==> src/rtl/alu_pkg.sv <==
// Shared definitions for the add/subtract/compare datapath: operation
// encoding and the packed flag bundle produced alongside every result.
package alu_pkg;

  // Operation codes as presented on in_op; OP_RSV executes as OP_ADD.
  typedef enum logic [1:0] {
    OP_ADD = 2'b00,
    OP_SUB = 2'b01,
    OP_CMP = 2'b10,
    OP_RSV = 2'b11
  } op_e;

  // Flag bundle, MSB first: {cary, of, eq, zero, neg, lt_s, lt_u}.
  typedef struct packed {
    logic cary;
    logic of;
    logic eq;
    logic zero;
    logic neg;
    logic lt_s;
    logic lt_u;
  } flags_t;

endpackage

==> src/rtl/addsub_core.sv <==
// Combinational WIDTH-bit adder/subtractor and flag generator.
// Optional feature: define ADDSUB_SAT_EN to clamp ADD/SUB results on signed
// overflow (flags still describe the raw, unclamped sum).
module addsub_core
  import alu_pkg::*;
#(
  parameter int WIDTH = 32
) (
  input  op_e                       op,
  input  logic signed [WIDTH-1:0]   a,
  input  logic signed [WIDTH-1:0]   b,
  output logic signed [WIDTH-1:0]   s,
  output flags_t                    flags
);

  localparam int MSB = WIDTH - 1;

`ifdef ADDSUB_SAT_EN
  // Clamp toward the sign of operand A when the signed result overflowed.
  function automatic logic signed [WIDTH-1:0] sat_fn(
    input logic signed [WIDTH-1:0] raw_v,
    input logic                    ovf,
    input logic                    a_msb
  );
    logic signed [WIDTH-1:0] r;
    r = raw_v;
    if (ovf) r = a_msb ? {1'b1, {(WIDTH-1){1'b0}}} : {1'b0, {(WIDTH-1){1'b1}}};
    return r;
  endfunction
`endif

  logic                    is_sub;
  logic        [WIDTH-1:0] b_eff;
  logic        [WIDTH:0]   sum;
  logic signed [WIDTH-1:0] raw;
  logic                    ovf;

  // Subtraction is a + ~b + 1; the same adder serves every operation.
  assign is_sub = (op == OP_SUB) || (op == OP_CMP);
  assign b_eff  = is_sub ? ~b : b;
  assign sum    = {1'b0, a} + {1'b0, b_eff} + {{WIDTH{1'b0}}, is_sub};
  assign raw    = sum[MSB:0];
  assign ovf    = (a[MSB] == b_eff[MSB]) && (raw[MSB] != a[MSB]);

  // Result selection and flags; comparison flags always describe a vs b.
  always_comb begin
    flags      = '0;
    flags.cary = sum[WIDTH];
    flags.of   = ovf;
    flags.eq   = (a == b);
    flags.zero = (raw == '0);
    flags.neg  = raw[MSB];
    flags.lt_s = (a < b);
    flags.lt_u = ($unsigned(a) < $unsigned(b));
    if (op == OP_CMP) begin
      s = '0;
    end else begin
`ifdef ADDSUB_SAT_EN
      s = sat_fn(raw, ovf, a[MSB]);
`else
      s = raw;
`endif
    end
  end

endmodule

==> src/rtl/addsub_pipe.sv <==
// Two-stage pipelined add/subtract/compare unit with valid/ready on both
// sides. Stage 1 captures the operation, stage 2 holds result and flags.
// Optional feature: ADDSUB_SAT_EN (saturating ADD/SUB, see addsub_core).
module addsub_pipe
  import alu_pkg::*;
#(
  parameter int WIDTH = 32,
  parameter int TAG_W = 4
) (
  input  logic             clk,
  input  logic             reset,
  input  logic             in_valid,
  output logic             in_ready,
  input  logic [1:0]       in_op,
  input  logic [WIDTH-1:0] in_a,
  input  logic [WIDTH-1:0] in_b,
  input  logic [TAG_W-1:0] in_tag,
  output logic             out_valid,
  input  logic             out_ready,
  output logic [WIDTH-1:0] out_s,
  output logic [TAG_W-1:0] out_tag,
  output logic             out_cary,
  output logic             out_of,
  output logic             out_eq,
  output logic             out_zero,
  output logic             out_neg,
  output logic             out_lt_s,
  output logic             out_lt_u
);

  logic                    vld_p1, vld_p2;
  op_e                     op_p1;
  logic signed [WIDTH-1:0] a_p1, b_p1;
  logic        [TAG_W-1:0] tag_p1;
  logic signed [WIDTH-1:0] s_p2;
  logic        [TAG_W-1:0] tag_p2;
  flags_t                  flags_p2;

  logic                    s1_adv, s2_adv;
  logic signed [WIDTH-1:0] s_c;
  flags_t                  flags_c;

  // A stage may advance when empty or when its successor advances.
  assign s2_adv   = !vld_p2 || out_ready;
  assign s1_adv   = !vld_p1 || s2_adv;
  assign in_ready = s1_adv;

  // Valid bits move with the stages; reset drops everything in flight.
  always_ff @(posedge clk) begin
    if (reset) begin
      vld_p1 <= 1'b0;
      vld_p2 <= 1'b0;
    end else begin
      if (s1_adv) vld_p1 <= in_valid;
      if (s2_adv) vld_p2 <= vld_p1;
    end
  end

  // ---- stage 1: capture accepted operation ----
  always_ff @(posedge clk) begin
    if (s1_adv && in_valid) begin
      op_p1  <= op_e'(in_op);
      a_p1   <= in_a;
      b_p1   <= in_b;
      tag_p1 <= in_tag;
    end
  end

  addsub_core #(.WIDTH(WIDTH)) u_core (
    .op    (op_p1),
    .a     (a_p1),
    .b     (b_p1),
    .s     (s_c),
    .flags (flags_c)
  );

  // ---- stage 2: register result; held while downstream stalls ----
  always_ff @(posedge clk) begin
    if (reset) begin
      s_p2     <= '0;
      tag_p2   <= '0;
      flags_p2 <= '0;
    end else if (s2_adv && vld_p1) begin
      s_p2     <= s_c;
      tag_p2   <= tag_p1;
      flags_p2 <= flags_c;
    end
  end

  assign out_valid = vld_p2;
  assign out_s     = s_p2;
  assign out_tag   = tag_p2;
  assign out_cary  = flags_p2.cary;
  assign out_of    = flags_p2.of;
  assign out_eq    = flags_p2.eq;
  assign out_zero  = flags_p2.zero;
  assign out_neg   = flags_p2.neg;
  assign out_lt_s  = flags_p2.lt_s;
  assign out_lt_u  = flags_p2.lt_u;

endmodule

==> config.mk <==
export PLATFORM = sky130hd
export DESIGN_NAME = addsub_pipe
export DESIGN_NICKNAME = d
export VERILOG_FILES = /design/src/rtl/alu_pkg.sv /design/src/rtl/addsub_core.sv /design/src/rtl/addsub_pipe.sv
export SDC_FILE = /design/constraint.sdc
export NUM_CORES = 1
export LEC_CHECK = 0
export ABC_AREA = 1
export CAP_MARGIN = 10
export CELL_PAD_IN_SITES_DETAIL_PLACEMENT = 1
export CELL_PAD_IN_SITES_GLOBAL_PLACEMENT = 1
export CORE_MARGIN = 1.5
export CORE_UTILIZATION = 43
export CTS_CLUSTER_SIZE = 12
export DETAILED_ROUTE_END_ITERATION = 16
export GPL_ROUTABILITY_DRIVEN = 0
export GPL_TIMING_DRIVEN = 0
export HOLD_SLACK_MARGIN = 0.02
export PLACE_DENSITY = 0.86
export SYNTH_ARGS = -nofsm -noshare
export SYNTH_HDL_FRONTEND = slang
export SYNTH_SLANG_ARGS = --single-unit
==> constraint.sdc <==
create_clock -name clk -period 7.9 [get_ports clk]
set_input_delay 1.185 -clock clk [delete_from_list [all_inputs] [get_ports clk]]
set_output_delay 1.185 -clock clk [all_outputs]
set_load 0.02 [all_outputs]
; Word-level counts from Yosys, hierarchy flattened
; Index checks and enable logic that the tools add are counted.
[op_classes]
n_eq_ne = 5
n_reduce_logical = 9
muxes = 2
bitwise_logic = 1
order_cmp = 2
n_addsub = 2
[op_table]
columns = op, count
row1 = less-than comparator 32 bit, 2
row2 = two-way mux 32 bit, 2
row3 = adder 32 x 32 -> 33 bit, 1
row4 = adder 33 x 1 -> 33 bit, 1
row5 = == test 32 bit, 1
row6 = zero test 32 bit, 1
row7 = inverter 32 bit, 1
row8 = logical AND 1 bit, 3
row9 = logical OR 1 bit, 3
row10 = == test 2 x 1 -> 1 bit (second input constant), 1
row11 = == test 2 bit (second input constant), 1
row12 = zero test 1 bit, 2
row13 = == test 1 bit, 1
row14 = != test 1 bit, 1
[word_totals]
ff_bits = 115
in_bits = 74
out_inout_bits = 45

; Longest topological paths before layout
[logic_depth]
word_depth = 7
depth_mapped = 22
ltp_nobuf = 21

; Modules after synthesis
; A second synthesis with hierarchy kept.
[hier_totals]
hier_cells = 1068
area_unflattened_um2 = 8069.0
[by_module_without_submodules]
columns = module, cells_per_inst, instances, area_each_um2
row1 = addsub_pipe, 363, 1, 4239.1
row2 = addsub_core, 705, 1, 3829.9

; Least setup slack after synthesis
; No wires, ideal clock.
[synth_timing]
path_kind = input -> register
from = input out_ready
to = register a_p1[0], enable pin
path_buffers = 0
arrival_ns = 2.931
setup_slack_ns = 4.545
stages = 4
setup_time_ns = 0.424
t_required_ns = 7.476
cell_sequence = inv_1 nand3_1 nand2_1 inv_1
[synth_between]
elab_chain_len = 3
[synth_lines]
columns = item, line
row1 = "start, declared", addsub_pipe.sv:19  ; input logic out_ready,
row2 = logical OR 1 bit, addsub_pipe.sv:44  ; assign s2_adv = !vld_p2 || out_ready;
row3 = logical OR 1 bit, addsub_pipe.sv:45  ; assign s1_adv = !vld_p1 || s2_adv;
row4 = via in_ready, addsub_pipe.sv:13  ; output logic in_ready,
row5 = logical AND 1 bit, addsub_pipe.sv:61  ; if (s1_adv && in_valid) begin
row6 = "end signal, assigned", addsub_pipe.sv:63  ; a_p1 <= in_a;
row7 = "end, declared", addsub_pipe.sv:33  ; logic signed [WIDTH-1:0] a_p1, b_p1;
; The timed path passes the listed nets, and every way through them passes these cells.
; A chain may end at the register's enable or synchronous reset.

; Worst setup path in the final report
[layout_timing]
from = register op_p1[1]
to = register flags_p2 (netlist bit out_zero)
[layout_between]
elab_chain_len = 6
elab_cells_between_ends = 7
[layout_lines]
columns = item, line
row1 = "start, declared", addsub_pipe.sv:32  ; op_e op_p1;
row2 = "start signal, assigned", addsub_pipe.sv:62  ; op_p1 <= op_e'(in_op);
row3 = == test 2 x 1 -> 1 bit / == test 2 bit (equally long branches), addsub_core.sv:39  ; assign is_sub = (op == OP_SUB) || (op == OP_CMP);
row4 = logical OR 1 bit *, addsub_core.sv:39
row5 = two-way mux 32 bit, addsub_core.sv:40  ; assign b_eff = is_sub ? ~b : b;
row6 = adder 32 x 32 -> 33 bit, addsub_core.sv:41  ; assign sum = {1'b0, a} + {1'b0, b_eff} + {{WIDTH{1'b0}}, is_sub};
row7 = adder 33 x 1 -> 33 bit *, addsub_core.sv:41
row8 = zero test 32 bit *, addsub_core.sv:51  ; flags.zero = (raw == '0);
row9 = "end signal, assigned", addsub_pipe.sv:86  ; flags_p2 <= flags_c;
row10 = "end, declared", addsub_pipe.sv:37  ; flags_t flags_p2;
; Every way passes the cells marked *; elsewhere a longest branch is shown, timed or not.

==> metrics.md <==
| Metric | Value |
|---|---|
| Summed negative setup slack over all endpoints | 0 ps |
| Maximum net fanout on the critical path | 10 |
| Post-route fraction of the period consumed by the critical path | 49.1% |
| Filler instances | 2171 |
| Total via count after detailed routing | 6829 |
| Overall overflow remaining after global route | 0 |
| Number of rows in the core area | 48 |
| Post-layout net count | 1267 |
| Largest vdd supply drop | 164 uV |
| Die Y-Extent | 135 um |
| Register area | 0.00300 sq mm |
| Clock transition time at the flip-flop clock pins of the worst setup and hold paths | 60 ps |
| Vias per inst | 5.01 |
| Relative slew slack | 31.3% |
| Number of instances in the synthesized netlist | 987 |
| Footprint of the multi-input gates | 0.00376 sq mm |
| Setup repair after global routing missed its margin | false |
| Clock H-tree levels | 4 |
| Worst r2r path cells | 21 |
| Final routed wire length divided by cell count | 15.9 um |
| Hold_sp | out_s[0] |
| Hpwl dp | 17100 um |
| Source of the worst register-to-register timing path | op_p1[1] |
| Cells resized by post-CTS repair | 0 |
| Number of hold violations in the final report | 0 |
| Non-Filler Cell Area, Final | 0.00953 sq mm |
| Cell area after synthesis | 0.00748 sq mm |
| Setup-violating endpoint count in the final report | 0 |
| Global-route total usage across every layer | 25.3% |
| Static power due to leakage | 0.00441 uW |
| WHS Path Cells | 2 |
| Signed area change from the synthesized netlist to the final layout | 27.5% |
| Post-layout min period | 3870 ps |
| Data arrival time of the critical path | 4240 ps |
| Fmax | 0.258 GHz |
| Initial cell density of the core | 43.7% |
| Sequential share of the synthesized area | 40.2% |
| First DRT Iteration DRCs | 354 |
| Layout Skew | 8.85 ps |
| Number of global-route vias before repair | 7366 |
| Root buffer selected by CTS | clkbuf_16 |
| Amount of wire on met2 after detailed routing | 10600 um |
| Area of the die | 0.0182 sq mm |
| Reported max-cap violation count | 0 |
| Worst endpoint required time | 8260 ps |
| Power density normalized to cell area | 225 mW/mm^2 |
| Worst skew pair latency | 430 ps |
| Detailed-routing iteration count for the pre-antenna-repair pass | 4 |
| Number of cells in the design after placement | 1331 |
| Total Routed Length | 21600 um |
| Max Transition Viols Final | 0 |
| Cts bufs inserted | 17 |
| Crit path kind | register to register |
| Placed cell areas | 0.00896 sq mm |
| Layout Cells excl Fill | 1363 |
| Detail Route met3 WL | 712 um |
| Number of buffers inserted by post-CTS setup repair | 0 |
| Top Ports | 119 |
| Highest Signal Layer | met4 |
| Hold buffers post-CTS | 0 |
| DRC | 0 |
| Core utilization of the finished layout | 55.7% |
| Hold/Removal Path Class | register to register |
| Slew at the pin with the worst max-slew slack | 1030 ps |
| Global-route wire length before repair | 35700 um |
| Antenna-violating nets left | 0 |
| Nature of the critical path startpoint | register |
| Die Wd | 135 um |
| Core box area | 0.0171 sq mm |
| Number of antenna violations at the first check in global routing | 0 |
| Clock tree sinks | 115 |
| Number of distinct library cells after synthesis | 32 |
| Yosys Warn Count | 0 |
| Metal1 wirelength | 9870 um |
| Count of buffers inserted at the top-level ports | 118 |
| Average cell area after synthesis | 7.58 sq um |
| Number of antenna diodes | 0 |
| Clock tree from TritonCTS | done |
| Critical path startpoint | op_p1[1] |
| Register bit count reported by yosys | 115 |
| Critical Path End Type | register |
| Largest net degree at the start of global routing | 50 |
| Run status | completed |
| Number of buffers between clock root and the deepest sink | 2 |
| Net count after synthesis | 1129 |
| Share of cells above drive strength 1 | 6.06% |
==> layout make-up <==
class | instances | area share [%]
plain buffers | 15 | 0.670
clock buffers | 19 | 4.99
clock inverters | 13 | 0.998
inverters | 173 | 6.81
multi-input cells | 684 | 39.5
flip-flops and latches | 115 | 31.5
well taps | 225 | 2.95
repair buffers | 119 | 12.6
==> stage by stage <==
stage                     worst slack, ps  total power, uW  hold WS (ps)
after floorplan                      4540             1170           447
after global placement               3670             1370           453
after detailed placement             4120             1400           458
after CTS                            4040             2150           467
after global routing                 3770             2270           482
final                                4030             2140           466
==> power breakdown <==
group	internal (uW)	switching, uW
sequential	681	26.5
clock	440	304
combinational	257	434
==> flip-flops by register name (all words and copies together), names as in the netlist, 2 cells and up <==
signal   count
a_p1        32
b_p1        32
out_s       32
out_tag      4
tag_p1       4
op_p1        2
==> cells by family (layout without fill, tap and decap cells) <==
| kind of cell | Yosys count | count (layout) | synth area share (%) |
|---|---|---|---|
| flip-flops | 115 | 115 | 40.2 |
| XOR/XNOR | 40 | 40 | 4.69 |
| buffers and inverters | 188 | 339 | 9.54 |
| AND/OR/NAND/NOR | 472 | 472 | 26.6 |
| AO/OA/AOI/OAI | 104 | 104 | 7.53 |
| adder cells (fa/ha/maj) | 68 | 68 | 11.5 |
==> synth_stat cells (all sizes together) <==
| cell | instances | area share (%) |
|---|---|---|
| nand3b | 7 | 0.70 |
| or2 | 7 | 0.59 |
| nand4 | 12 | 1.0 |
| nand3 | 46 | 3.2 |
| clkbuf | 13 | 0.65 |
| and3 | 1 | 0.084 |
| buf | 2 | 0.20 |
| o21ai | 20 | 1.5 |
| inv | 173 | 8.7 |
| ha | 67 | 11 |
| edfxtp | 70 | 28 |
| o21bai | 5 | 0.50 |
| nor3 | 8 | 0.54 |
| nor3b | 1 | 0.10 |
| a21oi | 74 | 5.1 |
| fa | 1 | 0.27 |
| nor4 | 2 | 0.17 |
| nor2 | 72 | 3.8 |
| xor2 | 6 | 0.70 |
| a31oi | 4 | 0.33 |
| dfxtp | 45 | 12 |
| nand2 | 316 | 16 |
| a211oi | 1 | 0.10 |
| xnor2 | 34 | 4.0 |
==> cells in the final DEF (no fill, tap or decap), drive strengths merged <==
cell type	n
a211oi	1
a21oi	74
a31oi	4
and3	1
buf	3
clkbuf	32
clkdlybuf4s50	118
clkinv	5
clkinvlp	2
dfxtp	45
edfxtp	70
fa	1
ha	67
inv	179
nand2	316
nand3	46
nand3b	7
nand4	12
nor2	72
nor3	8
nor3b	1
nor4	2
o21ai	20
o21bai	5
or2	7
xnor2	34
xor2	6
==> critical path: stages, from the launching register on <==
cell and delay, ps:
edfxtp_1 370, ha_1 300, buf_6 140, clkbuf_1 780, xnor2_1 200, ha_1 430, nand2_1 100, nand2_1 130
inv_2 50, nand2_2 110, nand2_2 70, nand2_2 110, nand2_2 60, nand2_1 80, nand2_1 110, nand2_1 150
nand2_1 80, nand2_1 80, nand3_1 90, nor2_1 100, nand3_1 130, a21oi_2 120
==> metal layers <==
| layer | up-vias | global-route usage [%] |
|---|---|---|
| met5 | - | 0 |
| met1 | 3258 | 31.3 |
| met3 | 25 | 4.43 |
| li1 | 3417 | - |
| met4 | 0 | 7.59 |
| met2 | 129 | 45.0 |
==> final timing paths <==
kind,end,slack (ps)
worst max-delay path,out_zero,4030
worst min-delay path,out_s[0],470
worst max register to register,out_zero,4030
worst min register to register,out_s[0],470
Power figures use the tool's default switching activity.
